--- config.mk ---
export PLATFORM = sky130hd
export DESIGN_NAME = mem_access_unit
export DESIGN_NICKNAME = d
export VERILOG_FILES = /design/src/rtl/mem_access_unit.sv
export SDC_FILE = /design/constraint.sdc
export NUM_CORES = 1
export LEC_CHECK = 0
export ABC_CLOCK_PERIOD_IN_PS = 1910
export CORE_AREA = 2 2 106 108
export CTS_CLUSTER_SIZE = 8
export DETAILED_ROUTE_END_ITERATION = 12
export DIE_AREA = 0 0 108 110
export GPL_ROUTABILITY_DRIVEN = 0
export HOLD_SLACK_MARGIN = 0.06
export MAX_ROUTING_LAYER = met4
export PLACE_DENSITY = 0.76
export SETUP_SLACK_MARGIN = 0.4
export SYNTH_ARGS = -nofsm -noshare
export SYNTH_HDL_FRONTEND = slang
export SYNTH_SLANG_ARGS = --single-unit
--- constraint.sdc ---
create_clock -name i_clock -period 1.91 [get_ports i_clock]
set_clock_uncertainty 0.2 [all_clocks]
set_input_delay 0.382 -clock i_clock [delete_from_list [all_inputs] [get_ports i_clock]]
set_output_delay 0.382 -clock i_clock [all_outputs]
set_load 0.1 [all_outputs]
--- src/rtl/mem_access_unit.sv ---
// mem_access_unit: MEM-stage load/store initiator for a word-wide data memory.
// Accepts byte/half/word loads and stores at byte addresses, issues word accesses,
// performs read-modify-write for sub-word stores and returns extended load data.
//
// Ports:
//   i_clock, i_reset           clock, asynchronous active-low reset
//   i_valid                    request present (sampled only while o_ready=1)
//   i_mem_read, i_mem_write    load / store request
//   i_size, i_unsigned         access size (00 b, 01 h, 10 w), zero-extend loads
//   i_addr, i_wdata            byte address, right-aligned store data
//   o_ready, o_stall           request accepted this cycle / pipeline freeze
//   o_rdata, o_rvalid          extended load result and its update pulse
//   o_error                    pulse: misaligned or illegal request dropped
//   o_mem_*                    data memory strobes, word address and write word
//   i_mem_rdata                memory read word, valid the cycle after a read
module mem_access_unit #(
  parameter int unsigned NB_DATA  = 32,
  parameter int unsigned NB_ADDR  = 5,
  parameter int unsigned NB_BADDR = 32
) (
  input  logic                i_clock,
  input  logic                i_reset,
  input  logic                i_valid,
  input  logic                i_mem_read,
  input  logic                i_mem_write,
  input  logic [1:0]          i_size,
  input  logic                i_unsigned,
  input  logic [NB_BADDR-1:0] i_addr,
  input  logic [NB_DATA-1:0]  i_wdata,
  output logic                o_ready,
  output logic                o_stall,
  output logic [NB_DATA-1:0]  o_rdata,
  output logic                o_rvalid,
  output logic                o_error,
  output logic                o_mem_enable,
  output logic                o_mem_write,
  output logic                o_mem_read,
  output logic [NB_ADDR-1:0]  o_mem_addr,
  output logic [NB_DATA-1:0]  o_mem_wdata,
  input  logic [NB_DATA-1:0]  i_mem_rdata
);

  localparam logic [1:0] SZ_BYTE = 2'b00;
  localparam logic [1:0] SZ_HALF = 2'b01;
  localparam logic [1:0] SZ_WORD = 2'b10;
  localparam int unsigned NB_HALF = 16;
  localparam int unsigned NB_BYTE = 8;

  typedef enum logic [1:0] {
    ST_IDLE,
    ST_LOAD,
    ST_RMW
  } state_t;

  state_t               state_q, state_d;
  logic [1:0]           req_size_q;
  logic                 req_unsigned_q;
  logic [1:0]           req_off_q;
  logic [NB_ADDR-1:0]   req_waddr_q;
  logic [NB_HALF-1:0]   req_wdata_q;
  logic [NB_DATA-1:0]   rdata_q;
  logic                 rvalid_q;
  logic                 error_q;

  logic                 accept;
  logic                 legal;
  logic                 latch_req;
  logic                 load_done;
  logic                 error_d;
  logic [4:0]           lane_shamt;
  logic [NB_DATA-1:0]   lane_rdata;
  logic [NB_DATA-1:0]   load_ext;
  logic [NB_DATA-1:0]   lane_mask;
  logic [NB_DATA-1:0]   lane_wdata;
  logic [NB_DATA-1:0]   merged_word;

  // Address bits above the memory word index are intentionally ignored (wrap).
  logic                 unused_addr_hi;
  assign unused_addr_hi = ^i_addr[NB_BADDR-1:NB_ADDR+2];

  // Request qualification in IDLE.
  assign accept = (state_q == ST_IDLE) && i_valid && (i_mem_read || i_mem_write);
  assign legal  = !(i_mem_read && i_mem_write)
               && (i_size != 2'b11)
               && !((i_size == SZ_HALF) && i_addr[0])
               && !((i_size == SZ_WORD) && (i_addr[1:0] != 2'b00));

  // Lane extraction and sign/zero extension of the returned word.
  assign lane_shamt = {req_off_q, 3'b000};
  assign lane_rdata = i_mem_rdata >> lane_shamt;

  always_comb begin
    load_ext = i_mem_rdata;
    case (req_size_q)
      SZ_BYTE: load_ext = req_unsigned_q
                        ? {{(NB_DATA-NB_BYTE){1'b0}}, lane_rdata[NB_BYTE-1:0]}
                        : {{(NB_DATA-NB_BYTE){lane_rdata[NB_BYTE-1]}}, lane_rdata[NB_BYTE-1:0]};
      SZ_HALF: load_ext = req_unsigned_q
                        ? {{(NB_DATA-NB_HALF){1'b0}}, lane_rdata[NB_HALF-1:0]}
                        : {{(NB_DATA-NB_HALF){lane_rdata[NB_HALF-1]}}, lane_rdata[NB_HALF-1:0]};
      default: load_ext = i_mem_rdata;
    endcase
  end

  // Merge the latched sub-word store lane into the word read back from memory.
  assign lane_mask   = ((req_size_q == SZ_BYTE) ? NB_DATA'(8'hFF) : NB_DATA'(16'hFFFF)) << lane_shamt;
  assign lane_wdata  = NB_DATA'(req_wdata_q) << lane_shamt;
  assign merged_word = (i_mem_rdata & ~lane_mask) | (lane_wdata & lane_mask);

  // Next-state and memory strobe logic.
  always_comb begin
    state_d      = state_q;
    o_ready      = 1'b0;
    o_mem_enable = 1'b0;
    o_mem_write  = 1'b0;
    o_mem_read   = 1'b0;
    o_mem_addr   = i_addr[NB_ADDR+1:2];
    o_mem_wdata  = i_wdata;
    latch_req    = 1'b0;
    load_done    = 1'b0;
    error_d      = 1'b0;
    case (state_q)
      ST_IDLE: begin
        o_ready = 1'b1;
        if (accept) begin
          if (!legal) begin
            error_d = 1'b1;
          end else begin
            latch_req    = 1'b1;
            o_mem_enable = 1'b1;
            if (i_mem_read) begin
              o_mem_read = 1'b1;
              state_d    = ST_LOAD;
            end else if (i_size == SZ_WORD) begin
              o_mem_write = 1'b1;
            end else begin
              // Sub-word store: fetch the target word first.
              o_mem_read = 1'b1;
              state_d    = ST_RMW;
            end
          end
        end
      end
      ST_LOAD: begin
        load_done = 1'b1;
        state_d   = ST_IDLE;
      end
      ST_RMW: begin
        o_mem_enable = 1'b1;
        o_mem_write  = 1'b1;
        o_mem_addr   = req_waddr_q;
        o_mem_wdata  = merged_word;
        state_d      = ST_IDLE;
      end
      default: state_d = ST_IDLE;
    endcase
  end

  assign o_stall = ~o_ready;

  // State register.
  always_ff @(posedge i_clock or negedge i_reset) begin
    if (!i_reset) state_q <= ST_IDLE;
    else          state_q <= state_d;
  end

  // Request latch and registered results.
  always_ff @(posedge i_clock or negedge i_reset) begin
    if (!i_reset) begin
      req_size_q     <= 2'b00;
      req_unsigned_q <= 1'b0;
      req_off_q      <= 2'b00;
      req_waddr_q    <= '0;
      req_wdata_q    <= '0;
      rdata_q        <= '0;
      rvalid_q       <= 1'b0;
      error_q        <= 1'b0;
    end else begin
      rvalid_q <= load_done;
      error_q  <= error_d;
      if (load_done) rdata_q <= load_ext;
      if (latch_req) begin
        req_size_q     <= i_size;
        req_unsigned_q <= i_unsigned;
        req_off_q      <= i_addr[1:0];
        req_waddr_q    <= i_addr[NB_ADDR+1:2];
        req_wdata_q    <= i_wdata[NB_HALF-1:0];
      end
    end
  end

  assign o_rdata  = rdata_q;
  assign o_rvalid = rvalid_q;
  assign o_error  = error_q;

endmodule

==> reports/metrics.yaml, run 1 <==
global_routing:
  track_usage_pct: 36.40
  first_global_vias: 5324
  grt_max_degree: 63
  antenna_found_initial: 0
  grt_overflow_total: 0
  grt_pass1_wl_um: 30760
logic_synthesis:
  synth_adder_area_share_pct: 0
  synth_top_area_share_pct: 38.91
  synth_compound_area_share_pct: 18.98
  synth_area_leaders: "dfrtp_1, mux2i_1, mux2_4"
  synth_top_cell_by_area: "dfrtp_1"
  synth_area_um2: 3988
  yosys.area_share.simple_pct: 12.27
  synth_flop_cell: "dfrtp_1"
  synth_top_family_by_area: "multiplexers"
  ys_types: 33
  ys_seq_area_share_pct: 38.91
  ys.warnings.count: 0
  async_flop_share_pct: 100.0
  synth.area.mux_share_pct: 23.94
  synthXorXnorAreaFrac_pct: 0
  synth_area_per_cell_um2: 9.188
  synth_edf_count: 0
  synth-seq-cells: 62
  syn_nets: 538
  yosys-top-cells-count: "dfrtp_1, o21ai_0, nand2_1"
  syn_inst: 434
critical_path:
  criticalPathCategory: "reg -> out"
  critical_path.n_buffers_inverters: 2
  cpLargestDelayFamily: "flip-flops"
  critical_path_arrival_ps: 2000
  startpoint_type: "register"
  path_cells: "nor3_4, nand2b_4, buf_12, mux2i_4, o21ai_4, buf_12"
  cpPeakStageDelay_ps: 500
  critical_path_peak_fanout: 5
  cp-end-kind: "output pin"
  crit_required_ps: 1330
  path_common_cell: "buf_12"
  cp_slowest_cell: "dfrtp_2"
pwr:
  p_per_area_nw_per_um2: 1346
  p_leak_nw: 3.954
  total_power_mw: 12.17
  ir_drop_uv: 1245
detailed_routing:
  dr.first_iter.drc_count: 450
  vias_per_cell: 5.996
  wl_met2_um: 11130
  vias: 5001
  m1WireLength_um: 8040
  wirelength_um: 22360
  route.met3.wl_um: 1687
  antenna_left: 0
  firstDrtPassIters: 8
  route.detailed.wl_per_inst_um: 26.81
  dr.max_layer_used: "met4"
  drc: 0
clock_tree:
  clk_latency_ps: 360
  path_clk_slew_ps: 70
  root_buffer: "clkbuf_8"
  cts_max_path_buffers: 2
  clock_sinks: 62
  cts_buffers: 9
  cts_max_level: 3
  cts_tree: "built"
final_layout:
  nets: 793
  area_growth_pct: 126.8
  layoutNonFillerInstCount: 834
  antennaDiodeCount: 0
  drive_gt1_share_pct: 55.91
  fillers: 479
placed_design:
  hpwl_um: 12190
  dp.cells: 777
  io_buffer_count: 154
  pre_cts_ws_ps: -675.5
sta:
  whs_ps: 233.9
  hold_violations: 0
  period_needed_ps: 2586
  timing.final.crit_share_pct: 135.4
  worst_pin_slew_ps: 574.5
  rsz0062_at_grt: "yes"
  fmax_ghz: 0.3867
  setup_viol: 102
  max_slew_margin_pct: 61.70
  setup_tns_ps: -40360
  maxSlewViolCount: 0
  fin_ws_ps: -676.1
floorplan:
  fp-row-count: 38
  die-area_um2: 11880
  ios: 180
  core-area_um2: 10700
  start_util_pct: 37.27
  die_h_um: 110
  chipWidth_um: 108
hold_path:
  hold_class: "in -> reg"
outcome:
  status: "complete, but fails checks"
  violations: "negative setup slack"
flow_run:
  cap_violations: 0
[cells in the final DEF, fill, tap and decap left out, types with 8 or more instances in the layout]
cell,n
nand2_1,51
buf_6,22
o21ai_4,40
nand2b_4,9
clkdlybuf4s50_1,71
buf_4,72
inv_1,18
nor2_1,28
clkbuf_8,9
o21ai_2,16
mux2_4,32
mux2i_1,8
o21ai_1,16
dfrtp_1,59
mux2i_4,29
buf_12,88
a21oi_1,24
[registers in the layout, summed over array words and instances (netlist names)]
name and flops:
state_q 2, o_error 1, o_rvalid 1, o_rdata 32, req_size_q 2, req_waddr_q 5, req_wdata_q 16, req_unsigned_q 1
req_off_q 2
[report_power, final]
part / switching [mW] / internal (mW) / total (mW)
sequential: 0.572 / 1.73 / 2.30
clock: 0.617 / 0.860 / 1.48
combinational: 4.90 / 3.49 / 8.39
[worst register-to-register path: stages (launching register included)]
cell and delay [ps]:
dfrtp_1 420, nor2_4 150, o211ai_1 140, a211o_4 320, buf_6 130, buf_8 110
buf_6 110, buf_12 150, buf_16 150, mux2_4 310
[through the flow]
| step | util (%) | area, um2 |
|---|---|---|
| after floorplan | - | 4801 |
| after global placement | 72.22 | 7726 |
| after detailed placement | 72.22 | 7726 |
| after CTS | 82.12 | 8785 |
| after global routing | 84.54 | 9044 |
| final | 84.54 | 9044 |
[logic make-up (layout without fill, tap and decap cells)]
kind of cell,Yosys count,count (layout)
multiplexers,80,80
buffers and inverters,50,310
AO/OA/AOI/OAI,128,128
AND/OR/NAND/NOR,114,114
flip-flops,62,62
[worst paths after layout]
check / from / to / slack, ps / cells after the start
max: req_off_q[0]$_DFFE_PN0P_ / o_mem_wdata[30] / -680 / 6
min: i_addr[0] / req_off_q[0]$_DFFE_PN0P_ / 230 / 3
max reg2reg: state_q[0]$_DFFE_PN0P_ / req_wdata_q[9]$_DFFE_PN0P_ / -390 / 9
min reg2reg: req_wdata_q[12]$_DFFE_PN0P_ / req_wdata_q[12]$_DFFE_PN0P_ / 330 / 1
max in group asynchronous: i_reset / o_rdata[7]$_DFFE_PN0P_ / 830 / 3
min in group asynchronous: i_reset / req_waddr_q[1]$_DFFE_PN0P_ / 380 / 3
[cell type report]
type                            instances  area, um2  share of cell area (%)
Inverter                               19      73.82                  0.8163
Clock inverter                          7      112.6                   1.245
Sequential cell                        62       1555                   17.20
Tap cell                              140      175.2                   1.937
Clock buffer                            9      123.9                   1.370
Multi-Input combinational cell        322       3351                   37.05
Timing Repair Buffer                  275       3652                   40.38
[metal layers]
layer | up-vias | GRT usage [%]
met2 | 380 | 62.22
met5 | - | -
met4 | 0 | 21.89
met3 | 126 | 7.701
met1 | 2448 | 39.08
li1 | 2047 | -
[what timing repair did]
item,in CTS,in global routing
hold endpoints to repair,62,0
pin swaps,38,12
gates cloned,6,2
setup buffers,21,11
endpoints found under the setup margin,136,136
resized for setup,99,41
hold buffers,1,0
Note: power is estimated with default switching activity, not from simulation.
==> run 2: changes to the inputs <==
Settings changed: CTS_CLUSTER_SIZE 8 to default, TNS_END_PERCENT from default to 100.
==> results of run 2 <==
No change in the layout: final DEF, timing and power equal those of run 1.
